$ cat config.mk
export PLATFORM = sky130hd
export DESIGN_NAME = hazard_ctrl
export DESIGN_NICKNAME = d
export VERILOG_FILES = /design/src/rtl/semimips_pkg.sv /design/src/rtl/branch_eval.sv /design/src/rtl/hazard_ctrl.sv
export SDC_FILE = /design/constraint.sdc
export NUM_CORES = 1
export LEC_CHECK = 0
export CORE_AREA = 2 2 39 41
export DETAILED_ROUTE_END_ITERATION = 7
export DIE_AREA = 0 0 41 43
export DONT_BUFFER_PORTS = 1
export PLACE_DENSITY = 0.55
export SLEW_MARGIN = 25
export SYNTH_ARGS = -nofsm -noshare
export SYNTH_HDL_FRONTEND = slang
export SYNTH_SLANG_ARGS = --single-unit
$ cat constraint.sdc
create_clock -name clk -period 1.73 [get_ports clk]
set_input_delay 0.0865 -clock clk [delete_from_list [all_inputs] [get_ports clk]]
set_output_delay 0.0865 -clock clk [all_outputs]
set_load 0.05 [all_outputs]
$ cat src/rtl/semimips_pkg.sv
// semimips_pkg: definitions shared by the semiMIPS pipeline control blocks.
//   DEFAULT_REGW    : register-index width
//   DEFAULT_TIMEOUT : default number of wait cycles before a data access is abandoned
//   ctrl_state_e    : hazard controller states
package semimips_pkg;

    localparam int unsigned DEFAULT_REGW    = 5;
    localparam int unsigned DEFAULT_TIMEOUT = 16;

    typedef enum logic [0:0] {
        RUN     = 1'b0,
        MEMWAIT = 1'b1
    } ctrl_state_e;

endpackage

$ cat src/rtl/branch_eval.sv
// branch_eval: purely combinational branch/jump resolution from the MEM-stage
// controls and the ALU flags of the MEM-stage instruction.
// Ports:
//   bbne, bbeq, bblez, bbgtz, jump : branch/jump controls
//   zero, neg                      : ALU result == 0, ALU result sign bit
//   taken                          : 1 = redirect the PC to the branch/jump target
module branch_eval (
    input  logic bbne,
    input  logic bbeq,
    input  logic bblez,
    input  logic bbgtz,
    input  logic jump,
    input  logic zero,
    input  logic neg,
    output logic taken
);

    always_comb begin
        taken = (bbeq  & zero)
              | (bbne  & ~zero)
              | (bblez & (zero | neg))
              | (bbgtz & ~zero & ~neg)
              | jump;
    end

endmodule

$ cat src/rtl/hazard_ctrl.sv
// hazard_ctrl: pipeline hazard and data-memory handshake controller for the
// semiMIPS five-stage core. Sole source of pipeline stalls and flushes.
// Ports:
//   clk, rst                      : clock, synchronous active-high reset
//   mem_memrd, mem_memwr          : MEM-stage load/store controls
//   mem_bb*, mem_jump             : MEM-stage branch/jump controls
//   mem_zero, mem_neg             : MEM-stage ALU flags
//   ex_memrd, ex_rt               : ID/EX load and its destination register
//   id_rs, id_rt, id_uses_rt      : ID-stage source registers and rt usage
//   mem_ack                       : data memory completes the access this cycle
//   mem_req                       : data memory request
//   pc_we .. exmem_we             : pipeline register write enables
//   ifid_flush .. memwb_flush     : synchronous zeroing at the next edge
//   pc_sel                        : 1 = load branch/jump target into the PC
//   bus_err                       : registered one-cycle pulse after a timeout
//   wait_cnt                      : registered wait-state count (debug)
module hazard_ctrl
    import semimips_pkg::*;
#(
    parameter int unsigned TIMEOUT = DEFAULT_TIMEOUT,
    parameter int unsigned REGW    = DEFAULT_REGW
) (
    input  logic                             clk,
    input  logic                             rst,
    input  logic                             mem_memrd,
    input  logic                             mem_memwr,
    input  logic                             mem_bbne,
    input  logic                             mem_bbeq,
    input  logic                             mem_bblez,
    input  logic                             mem_bbgtz,
    input  logic                             mem_jump,
    input  logic                             mem_zero,
    input  logic                             mem_neg,
    input  logic                             ex_memrd,
    input  logic [REGW-1:0]                  ex_rt,
    input  logic [REGW-1:0]                  id_rs,
    input  logic [REGW-1:0]                  id_rt,
    input  logic                             id_uses_rt,
    input  logic                             mem_ack,
    output logic                             mem_req,
    output logic                             pc_we,
    output logic                             ifid_we,
    output logic                             idex_we,
    output logic                             exmem_we,
    output logic                             ifid_flush,
    output logic                             idex_flush,
    output logic                             exmem_flush,
    output logic                             memwb_flush,
    output logic                             pc_sel,
    output logic                             bus_err,
    output logic [$clog2(TIMEOUT+1)-1:0]     wait_cnt
);

    localparam int unsigned CW = $clog2(TIMEOUT + 1);

    ctrl_state_e   state_q, state_d;
    logic [CW-1:0] cnt_q, cnt_d;
    logic          bus_err_q, bus_err_d;

    logic taken;
    logic lu;
    logic mem;
    logic stall;
    logic timeout;

    branch_eval u_branch_eval (
        .bbne  (mem_bbne),
        .bbeq  (mem_bbeq),
        .bblez (mem_bblez),
        .bbgtz (mem_bbgtz),
        .jump  (mem_jump),
        .zero  (mem_zero),
        .neg   (mem_neg),
        .taken (taken)
    );

    // Register 0 is hardwired, so a load into it never creates a dependency.
    always_comb begin
        lu = ex_memrd && (ex_rt != '0)
             && ((ex_rt == id_rs) || (id_uses_rt && (ex_rt == id_rt)));
    end

    always_comb begin
        mem     = mem_memrd | mem_memwr;
        timeout = (state_q == MEMWAIT) && !mem_ack && (cnt_q == CW'(TIMEOUT));
        // Memory stall covers the first un-acked cycle in RUN and every
        // un-acked MEMWAIT cycle, including the one that times out.
        stall   = ((state_q == RUN && mem) || state_q == MEMWAIT) && !mem_ack;

        mem_req     = 1'b0;
        pc_we       = 1'b1;
        ifid_we     = 1'b1;
        idex_we     = 1'b1;
        exmem_we    = 1'b1;
        ifid_flush  = 1'b0;
        idex_flush  = 1'b0;
        exmem_flush = 1'b0;
        memwb_flush = 1'b0;
        pc_sel      = 1'b0;
        state_d     = state_q;
        cnt_d       = cnt_q;
        bus_err_d   = 1'b0;

        if (rst) begin
            // Enables stay high so the flushes clear every pipeline register.
            ifid_flush  = 1'b1;
            idex_flush  = 1'b1;
            exmem_flush = 1'b1;
            memwb_flush = 1'b1;
            state_d     = RUN;
            cnt_d       = '0;
        end else if (stall) begin
            pc_we       = 1'b0;
            ifid_we     = 1'b0;
            idex_we     = 1'b0;
            exmem_we    = 1'b0;
            memwb_flush = 1'b1;
            mem_req     = !timeout;
            if (timeout) begin
                // Abandon the access: drop the instruction held in EX/MEM.
                exmem_flush = 1'b1;
                bus_err_d   = 1'b1;
                state_d     = RUN;
                cnt_d       = '0;
            end else if (state_q == RUN) begin
                state_d = MEMWAIT;
                cnt_d   = CW'(1);
            end else begin
                cnt_d = cnt_q + CW'(1);
            end
        end else begin
            // Ack cycle (or no access): pipeline released, branch/load-use
            // hazards resolved as in a normal cycle.
            mem_req = mem || (state_q == MEMWAIT);
            state_d = RUN;
            cnt_d   = '0;
            if (taken) begin
                pc_sel      = 1'b1;
                ifid_flush  = 1'b1;
                idex_flush  = 1'b1;
                exmem_flush = 1'b1;
            end else if (lu) begin
                pc_we      = 1'b0;
                ifid_we    = 1'b0;
                idex_flush = 1'b1;
            end
        end
    end

    always_ff @(posedge clk) begin
        if (rst) begin
            state_q   <= RUN;
            cnt_q     <= '0;
            bus_err_q <= 1'b0;
        end else begin
            state_q   <= state_d;
            cnt_q     <= cnt_d;
            bus_err_q <= bus_err_d;
        end
    end

    always_comb begin
        bus_err  = bus_err_q;
        wait_cnt = cnt_q;
    end

endmodule

# Word-level counts from Yosys, hierarchy flattened
# Cells that the tools add are included.
# word_totals
regBits,7
# op_classes
add_sub_neg,1
n_eq_ne,3
mux,23
bitwise_logic,15
reduce_logical,16
# op_table
cell,n
$mux 1,23
$eq 5x5->1,2
$logic_and 1x1->1,7
$or 1x1->1,6
$add 5x1->5 const B,1
$and 1x1->1,5
$eq 5x5->1 const B,1
$reduce_bool 5->1,1
$not 1->1,4
$reduce_or 4->1,1
$logic_or 1x1->1,3
$reduce_or 3->1,1
$logic_not 1->1,2
$reduce_or 2->1,1

# Logic depth before layout (Yosys ltp)
# Gate-level depths: netlist (run 1).
# depth
ltp_word,9
mapped_depth,6
ltp_nobuf,6

# By module
# Synthesis (run 1) repeated with hierarchy kept, for this count alone.
# hier_totals
hier_cells,62
hier_area_um2,509.2
# modules_own_cells
module,instances,cells_each,area_per_inst_um2
hazard_ctrl,1,58,476.7
branch_eval,1,4,32.5

# Least setup slack after synthesis (run 1)
# Ideal clock, no wire load.
# synth_path
path_kind,reg2out
start,reg cnt_q[0] (netlist: wait_cnt[0])
end,out mem_req
t_arrival_ns,2.430
path_slack_ns,-0.787
path_stages_with_launch,6
n_path_buf,0
cell_sequence,dfxtp_1 inv_1 ha_1 nor4b_2 nand3_1 nor3b_1
# synth_via
elab_chain_cells,5
# synth_rtl
element,line_no,text
"start, declared",hazard_ctrl.sv:57,"logic [CW-1:0] cnt_q, cnt_d;"
"start signal, assigned",hazard_ctrl.sv:157,cnt_q <= cnt_d;
$eq 5x5->1,hazard_ctrl.sv:85,timeout = (state_q == MEMWAIT) && !mem_ack && (cnt_q == CW'(TIMEOUT));
$logic_and 1x1->1,hazard_ctrl.sv:85,
$logic_not 1->1,hazard_ctrl.sv:118,mem_req = !timeout;
$mux 1,hazard_ctrl.sv:112,end else if (stall) begin
$mux 1,hazard_ctrl.sv:104,if (rst) begin
"end, declared",hazard_ctrl.sv:40,"output logic mem_req,"
# Every way passes these cells.

# Worst setup path in the final report (run 1)
# layout_path
start,reg state_q
end,out idex_flush
# layout_via
elab_chain_cells,6
# layout_rtl
element,line_no,text
"start, declared",hazard_ctrl.sv:56,"ctrl_state_e state_q, state_d;"
"start signal, assigned",hazard_ctrl.sv:156,state_q <= state_d;
$not 1->1 (no line),-,
$logic_and 1x1->1,hazard_ctrl.sv:88,stall = ((state_q == RUN && mem) || state_q == MEMWAIT) && !mem_ack;
$logic_or 1x1->1 *,hazard_ctrl.sv:88,
$logic_and 1x1->1 *,hazard_ctrl.sv:88,
$mux 1 *,hazard_ctrl.sv:112,
$mux 1 *,hazard_ctrl.sv:104,
"end, declared",hazard_ctrl.sv:46,"output logic idex_flush,"
# Every way passes the cells marked *; elsewhere a longest branch is shown, timed or not.

==> impl.org, run 1 <==
** Drt
- Remaining routing DRC violations :: 0
- The routed layout has 494 vias.
- After detailed routing, the average wire length per cell comes to 12.15 µm.
- In this run the top signal layer used is met4.
- In the detailed route, the total length drawn on met2 is 587 µm.
- Violation count after the first detailed-routing iteration :: 2
- The first TritonRoute pass finished after 2 iterations.
- Detailed-route vias per instance :: 5.200
- Post-detailed-route count of antenna-violating nets :: 0
- In the detailed route, the total length drawn on met3 is 114 µm.
- After detailed routing, the wire length on met1 is 409 µm.
- Total length of routed wires :: 1.154 mm

** Floorplanning
- The die is 43 µm tall.
- Std-Cell Core Area :: 0.001384 mm²
- For this configuration, the core starts out at a cell density of 0.3816.
- Boundary pin count :: 45
- Area of the die :: 0.001763 mm²
- Placement Rows :: 14
- X dimension of the die :: 41 µm

** Global route
- The first global-routing pass estimated 1.787 mm of wire.
- Number of global-route vias before repair :: 468
- Total congestion overflow :: 0
- For this run, the total global-route usage over all layers was measured as 0.1553.
- The number of antenna violations at the first check in global routing is 0.
- Entering global routing, the biggest net connects 6 pins.

** Worst setup path
- CP bufs+invs :: 2
- Type of element capturing the critical path :: primary output
- Data arrival time of the worst path :: 1560 ps
- Counting stages on the worst path, the most repeated cell is sky130_fd_sc_hd__nor3_4.
- Crit path launch type :: flop
- Critical Path, Cell by Cell :: nor3_4 > nor3_4 > inv_2 > o31ai_1 > o31ai_2 > buf_12
- Start-to-end type of the worst setup path :: flop to primary output
- Highest net fanout along the worst path :: 5
- Critical-path cell with the highest stage delay :: sky130_fd_sc_hd__dfxtp_1
- Crit-path max cell delay :: 420 ps
- Data on the critical path is required at its endpoint by 1640 ps.
- Cell class contributing the biggest share of worst-path delay :: flip-flops

** Final layout
- Of the cells placed in the final design, the portion with a size suffix greater than 1 is 0.3544.
- Area grow syn2layout :: 45.97%
- The repair_antennas step left the layout with diodes totalling 0.
- In the final design database the tool counted 111 nets.
- For this run, the share of the core covered by cells in the final layout is 0.5570.
- Number of fillers in the final layout :: 139

** CTS
- Register clock-pin slew on the reported worst setup and hold paths :: 50 ps
- Maximum root-to-sink buffer count :: 2
- Post-CTS timing repair inserted 0 buffers for setup.
- CTS built an H-tree with a depth of 1.
- The later pin in the worst-skew pair is clocked with a latency of 260 ps.
- Quantity of hold-fixing buffers added after cts :: 0
- The cell sitting at the root of the clock tree is a sky130_fd_sc_hd__clkbuf_4.
- Count of clock tree sinks :: 7
- Buffers inserted during clock tree synthesis total 3.
- TritonCTS built the clock tree.

** Synthesis
- Share of Yosys cell area claimed by the top area cell type :: 0.2654
- sky130_fd_sc_hd__dfxtp_1 takes more of the synthesized area than any other cell.
- Synth Area in Simple Gates :: 0.2844
- Post-synthesis xor/xnor area fraction :: 0.2156
- Top post-synthesis cells by area :: sky130_fd_sc_hd__dfxtp_1 (27%), sky130_fd_sc_hd__xor2_1 (18%), sky130_fd_sc_hd__nor2_1 (6.4%)
- Yosys synthesis warning count :: 0
- The average instance in the mapped netlist occupies 8.250 µm².
- Net count of the mapped netlist :: 95
- Cell Area, Synth :: 528.0 µm²
- Synthesis produced a netlist whose cell count is 64.
- The number of different library cells used by synthesis comes to 27.
- Of the total synthesized cell area, the portion taken by full adders, half adders and majority gates is 0.04739.
- Of the post-synthesis cell area, the part taken by muxes is 0.
- Synthesis inferred 7 register bits.
- Combinational family with the most area after synthesis :: simple AND/OR/NAND/NOR gates
- Compound-Gate Fraction of Synth Area :: 0.1232
- For this run, the register share of the synthesized area comes to 0.2654.

** STA
- The worst path meets setup with 81.86 ps of slack.
- For the final routed database, the setup TNS stands at 0 ps.
- Worst relative slew slack :: 0.6869
- The final max-slew violation count was 0.
- Setup repair after global routing left no endpoint under its margin.
- Hold is met by 38.46 ps.
- The final hold violation count came to 0.
- After layout, the minimum clock period comes to 1648 ps.
- Final cycle utilization of the critical path :: 0.9527
- For the pin with the worst max-slew slack, the measured transition is 469.0 ps.
- Setup violations remaining at the end of the flow were counted as 0.
- Across the routed clock network, the largest skew measured is 6.850 ps.
- Derived from the worst setup path, the maximum achievable clock frequency is 606.7 MHz.

** Flow run
- Across the run, the number of max-cap violations was 0.

** Worst hold path
- The tightest min-delay check is of the input pin to flop type.

** Placement
- Buffers placed on the I/O ports in this run total 0.
- Timing analysis after detailed placement gives a worst setup slack of 277.4 ps.
- Detailed placer's ending HPWL :: 1.051 mm
- Routability congestion estimate :: 0.6605

** Power
- For this design the static power due to leakage is 0.3140 nW.
- IR analysis of the VDD net gives a maximum drop of 0.0002044 V.
- Power per Cell Area :: 646.9 mW/mm²
- The design draws 498.6 µW.

** Status
- Run status :: finished, final reports clean
[state kept, by name (all words and copies together), names as in the netlist]
register	cells
wait_cnt	5
bus_err	1
state_q	1
[per-layer routing]
metal  vias up  track usage
li1        250            -
met1       209       0.1534
met2        30       0.2469
met3         5      0.06806
met4         0       0.1000
met5         -            0
[report_power, final]
group	leakage [nW]	switching, mW	internal (mW)
clock network	0.0150	0.0604	0.0880
logic	0.242	0.105	0.0781
registers	0.0572	0.00275	0.165
total	0.314	0.168	0.331
[cells by family (layout without fill, tap and decap cells)]
family          after synthesis  in the layout
compound gates                9              9
xor+xnor                     13             13
fa+ha+maj                     2              2
buf+inv                       7             22
flops                         7              7
simple gates                 26             26
[what timing repair did]
action / in CTS / in global routing
setup endpoints to repair: 1 / 4
pin swaps: 0 / 1
gates resized for setup: 1 / 1
gates cloned: 0 / 0
[final timing paths]
path,start,endpoint,slack (ps),cells after the start
setup / recovery,state_q,idex_flush,80,6
hold / removal,rst,bus_err,40,3
setup reg to reg,wait_cnt[0],wait_cnt[1],330,6
hold reg to reg,state_q,wait_cnt[0],560,1
[through the flow]
step,std cells,instance area [µm²]
2_1_floorplan,64,554.3
3_3_place_gp,91,732.0
3_5_place_dp,91,732.0
4_1_cts,95,764.5
5_1_grt,95,770.7
6_report,95,770.7
[worst register-to-register path, delay by kind of cell (launching register included)]
| family | cells | cell delay, ps |
|---|---|---|
| and+or+nand+nor | 4 | 810 |
| DFF | 1 | 310 |
| adders and majority gates | 1 | 130 |
| buffers and inverters | 1 | 50 |
[synth_stat cells]
library cell	instances
sky130_fd_sc_hd__nor2_1	9
sky130_fd_sc_hd__a32oi_1	1
sky130_fd_sc_hd__xnor2_1	2
sky130_fd_sc_hd__o21a_1	1
sky130_fd_sc_hd__nor3_2	1
sky130_fd_sc_hd__nor4_1	1
sky130_fd_sc_hd__or4_1	1
sky130_fd_sc_hd__buf_4	2
sky130_fd_sc_hd__inv_1	5
sky130_fd_sc_hd__a21oi_1	2
sky130_fd_sc_hd__and3_1	1
sky130_fd_sc_hd__nor4b_2	1
sky130_fd_sc_hd__o21ai_2	1
sky130_fd_sc_hd__nand2b_1	1
sky130_fd_sc_hd__or4_4	1
sky130_fd_sc_hd__nand3_1	4
sky130_fd_sc_hd__nor3_1	2
sky130_fd_sc_hd__dfxtp_1	7
sky130_fd_sc_hd__a21boi_0	1
sky130_fd_sc_hd__ha_1	2
sky130_fd_sc_hd__o21bai_1	1
sky130_fd_sc_hd__and2_1	1
sky130_fd_sc_hd__or2_2	1
sky130_fd_sc_hd__o31ai_1	2
sky130_fd_sc_hd__nor3b_1	1
sky130_fd_sc_hd__nand2_1	1
sky130_fd_sc_hd__xor2_1	11
[layout by cell type, fill, tap and decap left out, drive strengths merged]
cell type  instances
ha                 2
a21boi             1
o21a               1
and3               1
o31ai              2
a21oi              2
xnor2              2
and2               1
a32oi              1
nand3              4
nor3               3
nand2              1
nor3b              1
o21ai              1
xor2              11
nor2               9
buf               13
or2                1
clkbuf             4
or4                2
nand2b             1
dfxtp              7
o21bai             1
nor4               1
nor4b              1
inv                5
[layout make-up]
class | count | area (µm²) | area share
clock buffers | 4 | 26.28 | 0.03409
inverters | 5 | 18.77 | 0.02435
multi-input cells | 50 | 391.6 | 0.5081
flip-flops and latches | 7 | 141.4 | 0.1834
well taps | 16 | 20.02 | 0.02597
repair buffers | 13 | 172.7 | 0.2240
Power figures use the tool's default switching activity.
==> run 2, diff against run 1 <==
--- a/config.mk
+++ b/config.mk
@@ -9,8 +9,9 @@
 export DETAILED_ROUTE_END_ITERATION = 7
 export DIE_AREA = 0 0 41 43
 export DONT_BUFFER_PORTS = 1
-export PLACE_DENSITY = 0.55
+export PLACE_DENSITY = 0.53
 export SLEW_MARGIN = 25
 export SYNTH_ARGS = -nofsm -noshare
 export SYNTH_HDL_FRONTEND = slang
+export SYNTH_HIERARCHICAL = 1
 export SYNTH_SLANG_ARGS = --single-unit
==> impl.org, run 2 <==
** Status
- Run status :: finished, final reports clean

** Drt
- The wire length reported by the detailed router was 1.172 mm (+1.6%).
- Amount of wire on met3 after detailed routing :: 130 µm (+14%)
- The residual antenna-violating net count after detailed routing was 0 (unchanged).
- Average wire per standard cell :: 12.21 µm (+0.50%)
- The number of DRC violations after detailed routing came to 0 (unchanged).
- Max Used Layer :: met3
- Routed met1 length :: 431 µm (+5.4%)
- Metal2 WL :: 609 µm (+3.7%)
- Violation count after the first detailed-routing iteration :: 10 (+8)
- The detailed-router iteration count before antenna repair is 4 (+2).
- The mean number of vias per cell is 5.146 (-1.0%).
- The detailed-route via count was 494 (unchanged).

** STA
- The time the final worst path needs with I/O delays and setup was 1590 ps (-57.78 ps).
- Final Hold Vio Count :: 0 (unchanged)
- The worst-case hold slack came to 22.10 ps (-16.36 ps).
- The number of failing setup endpoints in the final timing report came to 0 (unchanged).
- Final Slew Violations :: 0 (unchanged)
- The clock tree skew after final layout came to 0.4532 ps (-6.397 ps).
- RSZ-0062 raised after global routing :: false
- Slew of the pin with the lowest slew margin :: 482.3 ps (+13.33 ps)
- Worst relative slew slack :: 0.6780 (-0.008900)
- FMAX :: 628.8 MHz (+3.6%)
- The period utilization came to 0.9193 (-0.03340).

** Worst setup path
- Critical Path, Cell by Cell :: nor3_4 > nor3_4 > inv_2 > o21ai_2 > a31oi_4 > buf_12
- The slowest stage of the critical path is the sky130_fd_sc_hd__dfxtp_2 cell.
- Type of element capturing the critical path :: primary output
- Register-to-Register Path Depth :: 6 (unchanged)
- The worst setup path is launched from a flop.
- The endpoint identified for the worst register-to-register timing path is wait_cnt[1].
- Cell class contributing the biggest share of worst-path delay :: simple AND/OR/NAND/NOR gates
- Crit path top cell by count :: sky130_fd_sc_hd__nor3_4
- The maximum net fanout on the critical path was 4 (-1).
- The biggest cell delay along the critical path is 330 ps (-90 ps).
- The register-to-register setup slack was 370 ps (+40 ps).
- The data arrival time of the worst path came to 1500 ps (-60 ps).
- The worst path required time came to 1640 ps (about the same).
- Startpoint of the most critical register-to-register path :: wait_cnt[0]
- The count of buffering cells on the critical path with inverters included was 2 (unchanged).
- The critical path is of the flop to primary output type.

** Global route
- The number of antenna violations at the first check in global routing came to 0 (unchanged).
- The number of global-route vias before repair is 464 (-0.85%).
- Global-route wire length before repair :: 1.821 mm (+1.9%)
- The pin count of the biggest net entering global routing is 6 (unchanged).
- Total routing usage reported by global routing :: 0.1485 (-0.006826)
- Total congestion overflow :: 0 (unchanged)

** Worst hold path
- For hold timing, the worst endpoint is bus_err.
- The number of cells on the worst hold path is 3 (unchanged).
- The path class of the tightest hold or removal check is input pin to flop.
- Worst Min Path Start :: mem_ack

** Floorplanning
- Die height :: 43 µm (unchanged)
- The area of the core came to 0.001384 mm² (unchanged).
- X dimension of the die :: 41 µm (unchanged)
- Area of the die :: 0.001763 mm² (unchanged)
- The starting density of the core is 0.3680 (-0.01356).
- Boundary pin count :: 45 (unchanged)
- Placement Rows :: 14 (unchanged)

** Power
- The switching power as a share of total power is 0.3374 (+0.001034).
- The total chip power is 506.8 µW (+1.7%).
- The proportion of power drawn by the clock network was 0.300 (+0.002).
- Worst vdd rail ir drop :: 0.0003892 V (+90%)
- The internal power came to 335.8 µW (+1.5%).
- Switching power summed over all nets :: 171.0 µW (+2.0%)
- Reg power frac :: 0.329 (-0.007)
- Power per Cell Area :: 643.0 mW/mm² (-0.60%)
- The combinational fraction of design power came to 0.371 (+0.004).
- Leakage power summed over all cells :: 0.3143 nW (about the same)

** Final layout
- The count of non-filler cells in the finished layout is 96 (+1.1%).
- Fraction of final layout cells with drive strength greater than 1 :: 0.3750 (+0.02057)
- The post-layout utilization of the core is 0.5696 (+0.01266).
- Number of flip-flops in the largest register :: 5 (unchanged)
- Most frequent cells in the layout :: sky130_fd_sc_hd__xnor2_1 (11), sky130_fd_sc_hd__buf_4 (11), sky130_fd_sc_hd__nand3_1 (5), sky130_fd_sc_hd__buf_12 (5)
- Area grow syn2layout :: 54.79%
- The total number of nets in the final design came to 112 (+0.90%).
- Antenna diodes :: 0 (unchanged)

** CTS
- The clock buffer count from CTS came to 3 (unchanged).
- Root buffer cell :: sky130_fd_sc_hd__clkbuf_4
- The clock sink total came to 7 (unchanged).
- The number of H-tree levels is 1 (unchanged).
- The clock network latency to the later pin of the worst-skew pair came to 250 ps (about the same).
- Register clock-pin slew on the reported worst setup and hold paths :: 50 ps (about the same)
- The buffer levels on the longest clock path was 2 (unchanged).
- Clock tree from TritonCTS :: built

** Placement
- Detailed placer's ending HPWL :: 1.031 mm (-1.8%)
- Routability congestion estimate :: 0.7086 (+7.3%)
- The total placed cells including tap cells came to 90 (-1.1%).
- Number of input and output port buffers inserted :: 0 (unchanged)

** Synthesis
- Count leader, synth :: sky130_fd_sc_hd__xnor2_1
- Cell Area, Synth :: 509.2 µm² (-3.6%)
- Count of unique library cells instantiated by Yosys :: 27 (unchanged)
- Top cells by instance count after synthesis :: sky130_fd_sc_hd__xnor2_1 (11), sky130_fd_sc_hd__dfxtp_1 (7), sky130_fd_sc_hd__inv_1 (5), sky130_fd_sc_hd__nand3_1 (5), sky130_fd_sc_hd__nor2_1 (5)
- The synthesized area per cell is 8.214 µm² (-0.44%).
- The number of synthesized register bits was 7 (unchanged).
- Seq/Total Area, Yosys :: 0.2752 (+0.009781)
- The number of synthesized flops with an enable pin was 0 (unchanged).
- Biggest area consumer among synthesized cells :: sky130_fd_sc_hd__dfxtp_1
- Top post-synthesis cells by area :: sky130_fd_sc_hd__dfxtp_1 (28%), sky130_fd_sc_hd__xnor2_1 (19%), sky130_fd_sc_hd__ha_1 (4.9%)
- Yosys synthesis warning count :: 6 (+6)
- The fraction of registers with async set or reset after synthesis came to 0 (unchanged).
- Mapped Cells :: 62 (-3.1%)
- Share of Yosys cell area claimed by the top area cell type :: 0.2752 (+0.009781)
- Net count of the mapped netlist :: 93 (-2.1%)
- Commonest register cell after synthesis :: sky130_fd_sc_hd__dfxtp_1

** Flow run
- The number of violations of the max-capacitance limit came to 0 (unchanged).
-- run 2: worst min-delay path, cell delays in order --
cell and delay, ps:
sky130_fd_sc_hd__nor3_4 30, sky130_fd_sc_hd__inv_2 70, sky130_fd_sc_hd__nor2_1 50
-- run 2: cells by family after synthesis --
| family | synth area share |
|---|---|
| XOR/XNOR | 0.2236 |
| buffers and inverters | 0.06633 |
| multiplexers | 0.01966 |
| adder cells (fa/ha/maj) | 0.04913 |
| flip-flops | 0.2752 |
| AND/OR/NAND/NOR | 0.2580 |
| AO/OA/AOI/OAI | 0.1081 |
-- run 2: layout make-up --
class | count | area (µm²)
fillers | 129 | 595.6
clock buffers | 4 | 26.28
inverters | 5 | 18.77
repair buffers | 16 | 182.7
multi-input cells | 48 | 396.6
flip-flops and latches | 7 | 143.9
well taps | 16 | 20.02
-- run 2: worst max-delay path by stage --
stage | from | endpoint | slack (ps) | depth (start not counted)
final | state_q | pc_we | 140 | 6
after global routing | wait_cnt[0] | mem_req | 50 | 6
after CTS | state_q | idex_flush | 50 | 6
after detailed placement | state_q | idex_flush | 230 | 6
after global placement | ex_rt[1] | idex_flush | 280 | 5
after floorplan | state_q | pc_we | -90 | 6
-- run 2: metrics by stage --
step           worst slack, ps  cell area [µm²]  setup TNS [ps]
2_1_floorplan           -93.57            564.3          -93.57
3_3_place_gp             275.3            733.2               0
3_5_place_dp             229.7            733.2               0
4_1_cts                  49.67            765.7               0
5_1_grt                  52.57            788.3               0
6_report                 139.6            788.3               0
-- run 2: repair_timing --
action	CTS	global route
setup buffers	0	2
hold buffers	0	0
endpoints found under the setup margin	1	5
pin swaps	0	3
gates resized for setup	1	2
-- run 2: power groups by stage --
stage | Sequential, mW | Clock, mW | Combinational (mW)
final | 0.167 | 0.152 | 0.188
after detailed placement | 0.170 | 0 | 0.186
after floorplan | 0.177 | 0 | 0.124
after CTS | 0.166 | 0.157 | 0.187
after global placement | 0.170 | 0 | 0.184
after global routing | 0.167 | 0.164 | 0.201
-- run 2: routing by layer --
| metal | vias up | global-route usage |
|---|---|---|
| li1 | 246 | - |
| met1 | 221 | 0.1803 |
| met2 | 27 | 0.2375 |
| met3 | 0 | 0.03665 |
| met4 | 0 | 0.06000 |
| met5 | - | 0 |
